`src/rtl/fir_sched_pkg.sv`:
```
// Shared constants and elaboration-time helpers for the FIR round-robin scheduler.
package fir_sched_pkg;

  localparam int NCH_DEF    = 32'd3;
  localparam int DATA_W_DEF = 32'd32;
  localparam int CRED_DEF   = 32'd2;

  function automatic int clog2(input int value);
    int r;
    r = 32'd0;
    for (int i = 0; i < 32; i++) begin
      if ((32'd1 << i) < value) begin
        r = i + 32'd1;
      end
    end
    return r;
  endfunction

endpackage

```
`src/rtl/fir_rr_scheduler_rr_arbiter.sv`:
```
// Combinational NCH-way round-robin picker: first requester at or after ptr, wrapping.
module rr_arbiter
  import fir_sched_pkg::*;
#(
  parameter  int NCH  = NCH_DEF,
  localparam int ID_W = clog2(NCH)
) (
  input  logic [NCH-1:0]  req,
  input  logic [ID_W-1:0] ptr,
  output logic [NCH-1:0]  grant,
  output logic [ID_W-1:0] idx,
  output logic            any
);

  // Scan channels in rotated order and keep only the first hit.
  always_comb begin
    logic [ID_W-1:0] cand_s;
    logic            hit_s;
    grant  = '0;
    idx    = '0;
    any    = 1'b0;
    cand_s = '0;
    hit_s  = 1'b0;
    for (int k = 0; k < NCH; k++) begin
      cand_s        = ID_W'((int'(ptr) + k) % NCH);
      hit_s         = !any && req[cand_s];
      grant[cand_s] = grant[cand_s] | hit_s;
      idx           = hit_s ? cand_s : idx;
      any           = any | hit_s;
    end
  end

endmodule

```
`src/rtl/fir_rr_scheduler.sv`:
```
// Time-shares one FIR section between NCH valid/ready streams with per-channel
// credits bounding in-flight samples and tagged results routed to output registers.
module fir_rr_scheduler
  import fir_sched_pkg::*;
#(
  parameter  int NCH    = NCH_DEF,
  parameter  int DATA_W = DATA_W_DEF,
  parameter  int CRED   = CRED_DEF,
  localparam int ID_W   = clog2(NCH)
) (
  input  logic                  clk,
  input  logic                  reset,
  input  logic                  enable,
  input  logic [NCH-1:0]        in_valid,
  output logic [NCH-1:0]        in_ready,
  input  logic [NCH*DATA_W-1:0] in_bits,
  output logic                  dp_req_valid,
  input  logic                  dp_req_ready,
  output logic [DATA_W-1:0]     dp_req_bits,
  output logic [ID_W-1:0]       dp_req_id,
  input  logic                  dp_rsp_valid,
  output logic                  dp_rsp_ready,
  input  logic [DATA_W-1:0]     dp_rsp_bits,
  input  logic [ID_W-1:0]       dp_rsp_id,
  output logic [NCH-1:0]        out_valid,
  input  logic [NCH-1:0]        out_ready,
  output logic [NCH*DATA_W-1:0] out_bits,
  output logic                  busy
);

  localparam int CW = clog2(CRED + 1);

  logic [NCH-1:0]    eligible_s;
  logic [NCH-1:0]    grant_s;
  logic [NCH-1:0]    in_hs_s;
  logic [NCH-1:0]    out_hs_s;
  logic [ID_W-1:0]   idx_s;
  logic              any_s;
  logic              load_s;
  logic              rsp_hs_s;
  logic              busy_s;

  logic [ID_W-1:0]   ptr_r;
  logic [CW-1:0]     credit_r [NCH];
  logic              req_valid_r;
  logic [DATA_W-1:0] req_bits_r;
  logic [ID_W-1:0]   req_id_r;
  logic [NCH-1:0]    out_valid_r;
  logic [DATA_W-1:0] out_bits_r [NCH];

  // A channel may compete only while it has a free credit.
  always_comb begin
    eligible_s = '0;
    for (int i = 0; i < NCH; i++) begin
      eligible_s[i] = in_valid[i] & (credit_r[i] < CW'(CRED));
    end
  end

  rr_arbiter #(.NCH(NCH)) u_arb (
    .req   (eligible_s),
    .ptr   (ptr_r),
    .grant (grant_s),
    .idx   (idx_s),
    .any   (any_s)
  );

  // reset gating keeps in_ready low while the design is held in reset.
  assign load_s       = reset & enable & any_s & (!req_valid_r | dp_req_ready);
  assign in_ready     = load_s ? grant_s : '0;
  assign in_hs_s      = in_valid & in_ready;
  assign out_hs_s     = out_valid_r & out_ready;
  assign dp_rsp_ready = !out_valid_r[dp_rsp_id] | out_ready[dp_rsp_id];
  assign rsp_hs_s     = dp_rsp_valid & dp_rsp_ready;

  assign dp_req_valid = req_valid_r;
  assign dp_req_bits  = req_bits_r;
  assign dp_req_id    = req_id_r;
  assign out_valid    = out_valid_r;
  assign busy         = busy_s;

  // Activity flag from registered state only.
  always_comb begin
    busy_s = req_valid_r;
    for (int i = 0; i < NCH; i++) begin
      busy_s = busy_s | (credit_r[i] != '0);
    end
  end

  // Flatten per-channel result registers onto the output bus.
  always_comb begin
    out_bits = '0;
    for (int i = 0; i < NCH; i++) begin
      out_bits[i*DATA_W +: DATA_W] = out_bits_r[i];
    end
  end

  // Request register and priority pointer.
  always_ff @(posedge clk or negedge reset) begin
    if (!reset) begin
      req_valid_r <= 1'b0;
      req_bits_r  <= '0;
      req_id_r    <= '0;
      ptr_r       <= '0;
    end else if (load_s) begin
      req_valid_r <= 1'b1;
      req_bits_r  <= in_bits[int'(idx_s)*DATA_W +: DATA_W];
      req_id_r    <= idx_s;
      ptr_r       <= (idx_s == ID_W'(NCH - 1)) ? '0 : idx_s + 1'b1;
    end else if (dp_req_ready) begin
      req_valid_r <= 1'b0;
    end else begin
      req_valid_r <= req_valid_r;
    end
  end

  // Credits count samples between input acceptance and output consumption.
  always_ff @(posedge clk or negedge reset) begin
    if (!reset) begin
      for (int i = 0; i < NCH; i++) begin
        credit_r[i] <= '0;
      end
    end else begin
      for (int i = 0; i < NCH; i++) begin
        if (in_hs_s[i] && !out_hs_s[i] && (credit_r[i] != CW'(CRED))) begin
          credit_r[i] <= credit_r[i] + 1'b1;
        end else if (out_hs_s[i] && !in_hs_s[i] && (credit_r[i] != '0)) begin
          credit_r[i] <= credit_r[i] - 1'b1;
        end else begin
          credit_r[i] <= credit_r[i];
        end
      end
    end
  end

  // One-entry output registers; a reload wins over a same-cycle drain.
  always_ff @(posedge clk or negedge reset) begin
    if (!reset) begin
      out_valid_r <= '0;
      for (int i = 0; i < NCH; i++) begin
        out_bits_r[i] <= '0;
      end
    end else begin
      for (int i = 0; i < NCH; i++) begin
        if (rsp_hs_s && (dp_rsp_id == ID_W'(i))) begin
          out_valid_r[i] <= 1'b1;
          out_bits_r[i]  <= dp_rsp_bits;
        end else if (out_hs_s[i]) begin
          out_valid_r[i] <= 1'b0;
        end else begin
          out_valid_r[i] <= out_valid_r[i];
        end
      end
    end
  end

endmodule

```
`config.mk`:
```
export PLATFORM = sky130hd
export DESIGN_NAME = fir_rr_scheduler
export DESIGN_NICKNAME = d
export VERILOG_FILES = /design/src/rtl/fir_sched_pkg.sv /design/src/rtl/fir_rr_scheduler_rr_arbiter.sv /design/src/rtl/fir_rr_scheduler.sv
export SDC_FILE = /design/constraint.sdc
export NUM_CORES = 1
export LEC_CHECK = 0
export CAP_MARGIN = 20
export CORE_ASPECT_RATIO = 0.7
export CORE_MARGIN = 3
export CORE_UTILIZATION = 40
export CTS_BUF_LIST = sky130_fd_sc_hd__clkbuf_2
export CTS_CLUSTER_DIAMETER = 30
export DETAILED_ROUTE_END_ITERATION = 7
export PLACE_DENSITY = 0.78
export SLEW_MARGIN = 5
export SYNTH_ARGS = -nofsm -noshare
export SYNTH_HDL_FRONTEND = slang
export SYNTH_SLANG_ARGS = --single-unit
export TNS_END_PERCENT = 100
```
`constraint.sdc`:
```
create_clock -name clk -period 2.2 [get_ports clk]
set_input_delay 0.44 -clock clk [delete_from_list [all_inputs] [get_ports clk]]
set_output_delay 0.44 -clock clk [all_outputs]
set_load 0.01 [all_outputs]
```
==> impl_metrics.tcl, run 1 <==
set metrics [dict create \
    power_leakage_nw 5.42 \
    finalHoldWorstSlack_ns 0.307 \
    ys_ff_latch 142 \
    cts_root_buffer "clkbuf_2" \
    hold_path.class "primary input to flop" \
    grt-ovfl-total 0 \
    slew_viol_final 0 \
    core_um2 15700 \
    vias 5787 \
    synth_edf_count 0 \
    wl_per_cell_um 17.6 \
    path_clk_slew_ns 0.27 \
    synthToLayoutAreaGrowth_pct 64.2 \
    worstPathRequired_ns 1.76 \
    syn_avg_cell_area_um2 11.2 \
    ioPinCount 280 \
    yosysMostFrequentCell "dfrtp_1" \
    cts_made_buffers 17 \
    synthesis.area_um2 6490 \
    place_congestion 0.862 \
    layout-drive-gt1-share 0.267 \
    setup_viol 7 \
    dieArea_um2 17800 \
    drcViolationCount 0 \
    netSwitchingFraction 0.377 \
    rsz0062_at_grt "yes" \
    dr.pass1.iters 6 \
    grt_usage 0.224 \
    maxCapViolCount 0 \
    layout_min_cycle_time_ns 2.82 \
    dp_hpwl_mm 14.6 \
    grt_max_degree 64 \
    drt_iter0_drc 294 \
    worst_slew_pin_slew_ns 0.780 \
    hold_depth 3 \
    synth_top_cells_by_area "dfrtp_1 55%, mux2_2 14%, nand2_1 6.5%" \
    slowest_stage "dfrtp_1" \
    p_int_mw 6.74 \
    fmax_mhz 354 \
    grt_pass1_wl_mm 31.2 \
    rr_endpoint "credit_r[3]$_DFFE_PN0P_" \
    async_flop_share 1.00 \
    antenna_found_initial 1 \
    cp-end-kind "output pin" \
    report.power.total_mw 10.8 \
    die_w_um 158 \
    start_util 0.414 \
    synth_common_cells "142 x dfrtp_1, 113 x nand2_1, 82 x mux2_2" \
    r2r_cells 19 \
    crit_top_cell "buf_6" \
    r2r-start "ptr_r[0]$_DFFE_PN0P_" \
    wl_mm 20.3 \
    violations "setup timing" \
    hold_violations 0 \
    rows 38 \
    cts-htree-levels 4 \
    grt_pass1_vias 5844 \
    clockBufferDepth 2 \
    synth_sequential_area_ratio 0.547 \
    syn_nets 724 \
    synth_top_area_frac 0.547 \
    clk_latency_ns 0.74 \
    dieHeight_um 113 \
    syn_inst 581 \
    power_frac_clock 0.149 \
    crit_chain "ha_4, buf_6, nand4_1, o21a_1, and3_4, nand2_4, inv_4, buf_6" \
    io_buffers 279 \
    rrSetupSlack_ns -0.59 \
    p_per_area_nw_per_um2 1020 \
    status "complete, but fails checks" \
    fin_util 0.680 \
    synth_flop_cell "dfrtp_1" \
    antenna_left 0 \
    cts.sinks 142 \
    maxSlewHeadroom 0.480 \
    cp_max_fo 8 \
    max-vdd-ir-drop_mv 0.509 \
    yosys.area.top_type "dfrtp_1" \
    pwr-share-seq 0.342 \
    synth_warnings 0 \
    combPwrFrac 0.509 \
    vias_per_cell 5.01 \
    slowest_delay_ns 0.48 \
    tritoncts "done" \
    num-nets-final 1083 \
    p_switching_mw 4.09 \
    worst_slack_ns -0.622 \
    crit_type "flop to output pin" \
    start_kind "flop" \
    post-route-period-util 1.28 \
    endpoint "in_ready[1]" \
    dp_slack_ns -0.684 \
    fill_cells 1207 \
    startpoint "ptr_r[1]$_DFFE_PN0P_" \
    synth_cell_type_count 54 \
    worstPathArrival_ns 2.38 \
    clock_skew_ns 0.0416 \
]
worst min-delay path by stage:
stage / from / endpoint / slack [ns]
after detailed placement: out_bits[18]$_DFFE_PN0P_ / out_bits[18]$_DFFE_PN0P_ / 0.47
after global routing: in_bits[92] / dp_req_bits[28]$_DFFE_PN0P_ / 0.23
final: in_bits[92] / dp_req_bits[28]$_DFFE_PN0P_ / 0.31
after global placement: dp_req_id[0]$_DFFE_PN0P_ / dp_req_id[0]$_DFFE_PN0P_ / 0.46
after floorplan: reset / credit_r[0]$_DFFE_PN0P_ / 0.14
after CTS: in_bits[82] / dp_req_bits[18]$_DFFE_PN0P_ / 0.23
cells by family after synthesis:
| logic type | count (synthesis) | share of synthesized area |
|---|---|---|
| AOI/OAI and AO/OA | 106 | 0.0975 |
| buffers and inverters | 44 | 0.0364 |
| muxes | 100 | 0.173 |
| xor gates and xnor gates | 1 | 0.00135 |
| adders and majority gates | 4 | 0.00713 |
| DFF | 142 | 0.547 |
| and+or+nand+nor | 184 | 0.138 |
layer usage:
layer | track usage | share of wire | up-vias | wire length [um]
met5 | 0 | 0 | - | 0
met4 | 0.0745 | 0.022 | 0 | 450
met3 | 0.0674 | 0.062 | 30 | 1270
met2 | 0.344 | 0.48 | 168 | 9720
met1 | 0.304 | 0.44 | 2833 | 8830
li1 | - | - | 2756 | -
placed cells by master, fill, tap and decap left out, types with 14 or more instances in the layout:
| cell | n |
|---|---|
| and3_1 | 34 |
| buf_4 | 78 |
| buf_6 | 15 |
| clkbuf_2 | 17 |
| clkdlybuf4s50_1 | 154 |
| dfrtp_1 | 142 |
| dlygate4sd2_1 | 51 |
| dlymetal6s2s_1 | 68 |
| mux2_1 | 14 |
| mux2_2 | 82 |
| nand2_1 | 109 |
| o21ai_0 | 36 |
| o21ai_1 | 41 |
through the flow:
stage	cell area [um^2]	instances	TNS [ns]
2_1_floorplan	6490	581	0
3_3_place_gp	9840	1082	-11.90
3_5_place_dp	9840	1082	-11.95
4_1_cts	10300	1136	-2.73
5_1_grt	10700	1154	-6.71
6_report	10700	1154	-2.60
timing repair:
action	in CTS	in global routing
pin swaps	8	12
setup endpoints to repair	97	113
hold endpoints to repair	32	0
cloned	0	0
resized for setup	101	89
setup buffers	21	17
hold buffers	1	0
final cells by class:
cell class	count	area (um^2)	share of cell area
well taps	200	250	0.0235
inverters	8	35.0	0.00328
repair buffers	376	3720	0.349
clock inverters	15	166	0.0156
multi-input cells	395	2850	0.267
diodes	1	2.50	0.000235
clock buffers	17	85.1	0.00798
flip-flops and latches	142	3550	0.333
worst max-delay path, delay by kind of cell, from the launching register on:
kind	cells	cell delay, ns
compound gates	1	0.17
fa+ha+maj	1	0.36
buf+inv	3	0.28
simple gates	3	0.35
flops	1	0.48
power groups by stage:
stage | clock (mW) | combinational [mW] | sequential [mW]
after CTS | 1.67 | 5.24 | 3.72
after global routing | 1.79 | 5.96 | 3.81
after floorplan | 0 | 2.12 | 4.07
after detailed placement | 0 | 5.11 | 3.78
after global placement | 0 | 5.06 | 3.74
final | 1.61 | 5.52 | 3.70
flip-flops by register name (all words and copies together), names as in the netlist:
register      cells
dp_req_valid      1
ptr_r             2
out_valid         3
dp_req_bits      32
dp_req_id         2
out_bits         96
credit_r          6
No activity file was read; power rests on OpenSTA's default activity.
==> run 2, diff against run 1 <==
--- a/config.mk
+++ b/config.mk
@@ -8,11 +8,10 @@
 export CAP_MARGIN = 20
 export CORE_ASPECT_RATIO = 0.7
 export CORE_MARGIN = 3
-export CORE_UTILIZATION = 40
-export CTS_BUF_LIST = sky130_fd_sc_hd__clkbuf_2
+export CORE_UTILIZATION = 43
 export CTS_CLUSTER_DIAMETER = 30
 export DETAILED_ROUTE_END_ITERATION = 7
-export PLACE_DENSITY = 0.78
+export PLACE_DENSITY = 0.8
 export SLEW_MARGIN = 5
 export SYNTH_ARGS = -nofsm -noshare
 export SYNTH_HDL_FRONTEND = slang
==> constraint.sdc (replaced) <==
create_clock -name clk -period 2.98 [get_ports clk]
set_input_delay 0.596 -clock clk [delete_from_list [all_inputs] [get_ports clk]]
set_output_delay 0.596 -clock clk [all_outputs]
set_load 0.01 [all_outputs]
==> run 2 against run 1 <==
The flow now finishes without violations. Sequential power is 25% lower. First-iteration DRC count is 2.0% higher. Highest routed layer unchanged. Non-clock buffer count is 67 lower. Sequential cell count stayed put.
==> impl_metrics.tcl, run 2 (synthesis results as in run 1) <==
set metrics [dict create \
    clk_latency_ns 0.42 \
    r2r_cells 10 \
    layout_min_cycle_time_ns 2.87 \
    crit_buf_inv 4 \
    maxSlewHeadroom 0.521 \
    crit_cells 8 \
    core_um2 14300 \
    grt_pass1_wl_mm 31.5 \
    postCtsHoldBufs 0 \
    endpoint "in_ready[2]" \
    hold_violations 0 \
    cp-end-kind "output pin" \
    synthToLayoutAreaGrowth_pct 57.6 \
    cts_root_buffer "clkbuf_16" \
    path_clk_slew_ns 0.07 \
    final_cell_mix "275 x clkdlybuf4s50_1, 142 x dfrtp_1, 113 x nand2_1" \
    drcViolationCount 0 \
    status "finished clean" \
    maxCapViolCount 0 \
    layout-drive-gt1-share 0.185 \
    wl_mm 20.3 \
    worstPathRequired_ns 2.38 \
    crit_top_cell "buf_4" \
    hold_path.class "primary input to async pin" \
    dr.pass1.iters 5 \
    tritoncts "done" \
    power_leakage_nw 4.38 \
    grt_usage 0.239 \
    wl_per_cell_um 18.8 \
    slew_viol_final 0 \
    io_buffers 279 \
    start_util 0.453 \
    setup_viol 0 \
    cts-htree-levels 4 \
    final_common_cell "clkdlybuf4s50_1" \
    grt-ovfl-total 0 \
    startpoint "in_valid[2]" \
    fin_setup_tns_ns 0 \
    highest_layer "met4" \
    grt_pass1_vias 5832 \
    p_per_area_nw_per_um2 841 \
    clock_skew_ns 0.0170 \
    worstPathArrival_ns 2.28 \
    slowest_delay_ns 0.50 \
    rsz0062_at_grt "no" \
    max-vdd-ir-drop_mv 0.407 \
    start_kind "primary input" \
    cts.sinks 142 \
    dieHeight_um 109 \
    fmax_mhz 348 \
    antenna_left 0 \
    dp_hpwl_mm 15.1 \
    antenna_found_initial 0 \
    largest_reg_flops 96 \
    crit_type "primary input to output pin" \
    m1WireLength_mm 8.49 \
    wl_met3_mm 1.07 \
    final_area_um2 10200 \
    post_dp_cell_area_um2 9590 \
    worst_slew_pin_slew_ns 0.718 \
    place_congestion 0.884 \
    ioPinCount 280 \
    r2r-start "ptr_r[1]$_DFFE_PN0P_" \
    rows 36 \
    vias_per_cell 5.22 \
    cpLargestDelayFamily "buffers and inverters" \
    cts_made_buffers 17 \
    grt_max_degree 88 \
    num-nets-final 1016 \
    slowest_stage "clkdlybuf4s50_1" \
    vias 5614 \
    n_antenna_cell 0 \
    post-route-period-util 0.964 \
    rr_endpoint "credit_r[5]$_DFFE_PN0P_" \
    dr_wl_met2_mm 10.4 \
    die_w_um 153 \
    rrSetupSlack_ns 0.65 \
    drt_iter0_drc 300 \
    cp_max_fo 4 \
    dieArea_um2 16600 \
    clockBufferDepth 2 \
    crit_chain "clkdlybuf4s50_1, nand2b_1, buf_4, buf_4, nor2_1, o221ai_1, a21oi_2, dlygate4sd2_1" \
]
==> run 2: changes by cell type in the layout (fill, tap and decap cells not counted), sizes merged <==
cell           previous run  this run
clkinvlp                  0         2
buf                     102        31
dlygate4sd3               1         0
dlymetal6s2s             68         0
inv                      18        16
diode                     1         0
dlygate4sd2              51         2
clkdlybuf4s50           154       275
clkbuf                   17        19
bufinv                    1         2
clkinv                    4         2
==> run 2: worst min path at each step <==
stage                                to  depth (start not counted)  slack [ns]                      from
2_1_floorplan   credit_r[0]$_DFFE_PN0P_                          0        0.30                     reset
3_3_place_gp   dp_req_id[0]$_DFFE_PN0P_                          2        0.46  dp_req_id[0]$_DFFE_PN0P_
3_5_place_dp   dp_req_id[1]$_DFFE_PN0P_                          2        0.47  dp_req_id[1]$_DFFE_PN0P_
4_1_cts        dp_req_valid$_DFFE_PN0P_                          2        0.33                     reset
5_1_grt        dp_req_valid$_DFFE_PN0P_                          2        0.36                     reset
6_report       dp_req_valid$_DFFE_PN0P_                          2        0.31                     reset
==> run 2: repair_timing <==
action / 4_1_cts / 5_1_grt
endpoints found under the setup margin: 3 / 1
resized for setup: 4 / 4
pin swaps: 1 / 0
setup buffers: 1 / 0
==> run 2: per-stage QoR <==
stage	instances	setup slack, ns	util	total power [mW]	hold WS, ns
after global placement	1042	-0.240	0.669	6.29	0.465
after floorplan	581	0.640	-	4.57	0.300
after CTS	1075	0.0269	0.713	8.65	0.326
after detailed placement	1042	-0.259	0.669	6.42	0.474
after global routing	1076	0.0202	0.715	9.09	0.362
final	1076	0.107	0.715	8.60	0.309
==> run 2: final cells by class <==
cell class	instances	area, um^2
Tap cell	190	238
Timing Repair Buffer	309	3070
Clock inverter	14	173
Sequential cell	142	3550
Fill cell	1009	4090
Inverter	8	30.0
Multi-Input combinational cell	395	2740
Clock buffer	18	429
==> run 2: power breakdown <==
part           total [mW]  internal (mW)  switching [mW]  leakage (nW)
registers            2.79           2.47           0.323          1.72
clock network        2.16           1.27           0.895         0.288
logic                3.65           1.94            1.72          2.37
==> run 2: per-layer routing <==
metal	global-route usage	up-vias
li1	-	2618
met1	0.309	2788
met2	0.409	186
met3	0.0575	22
met4	0.0680	0
met5	0	-
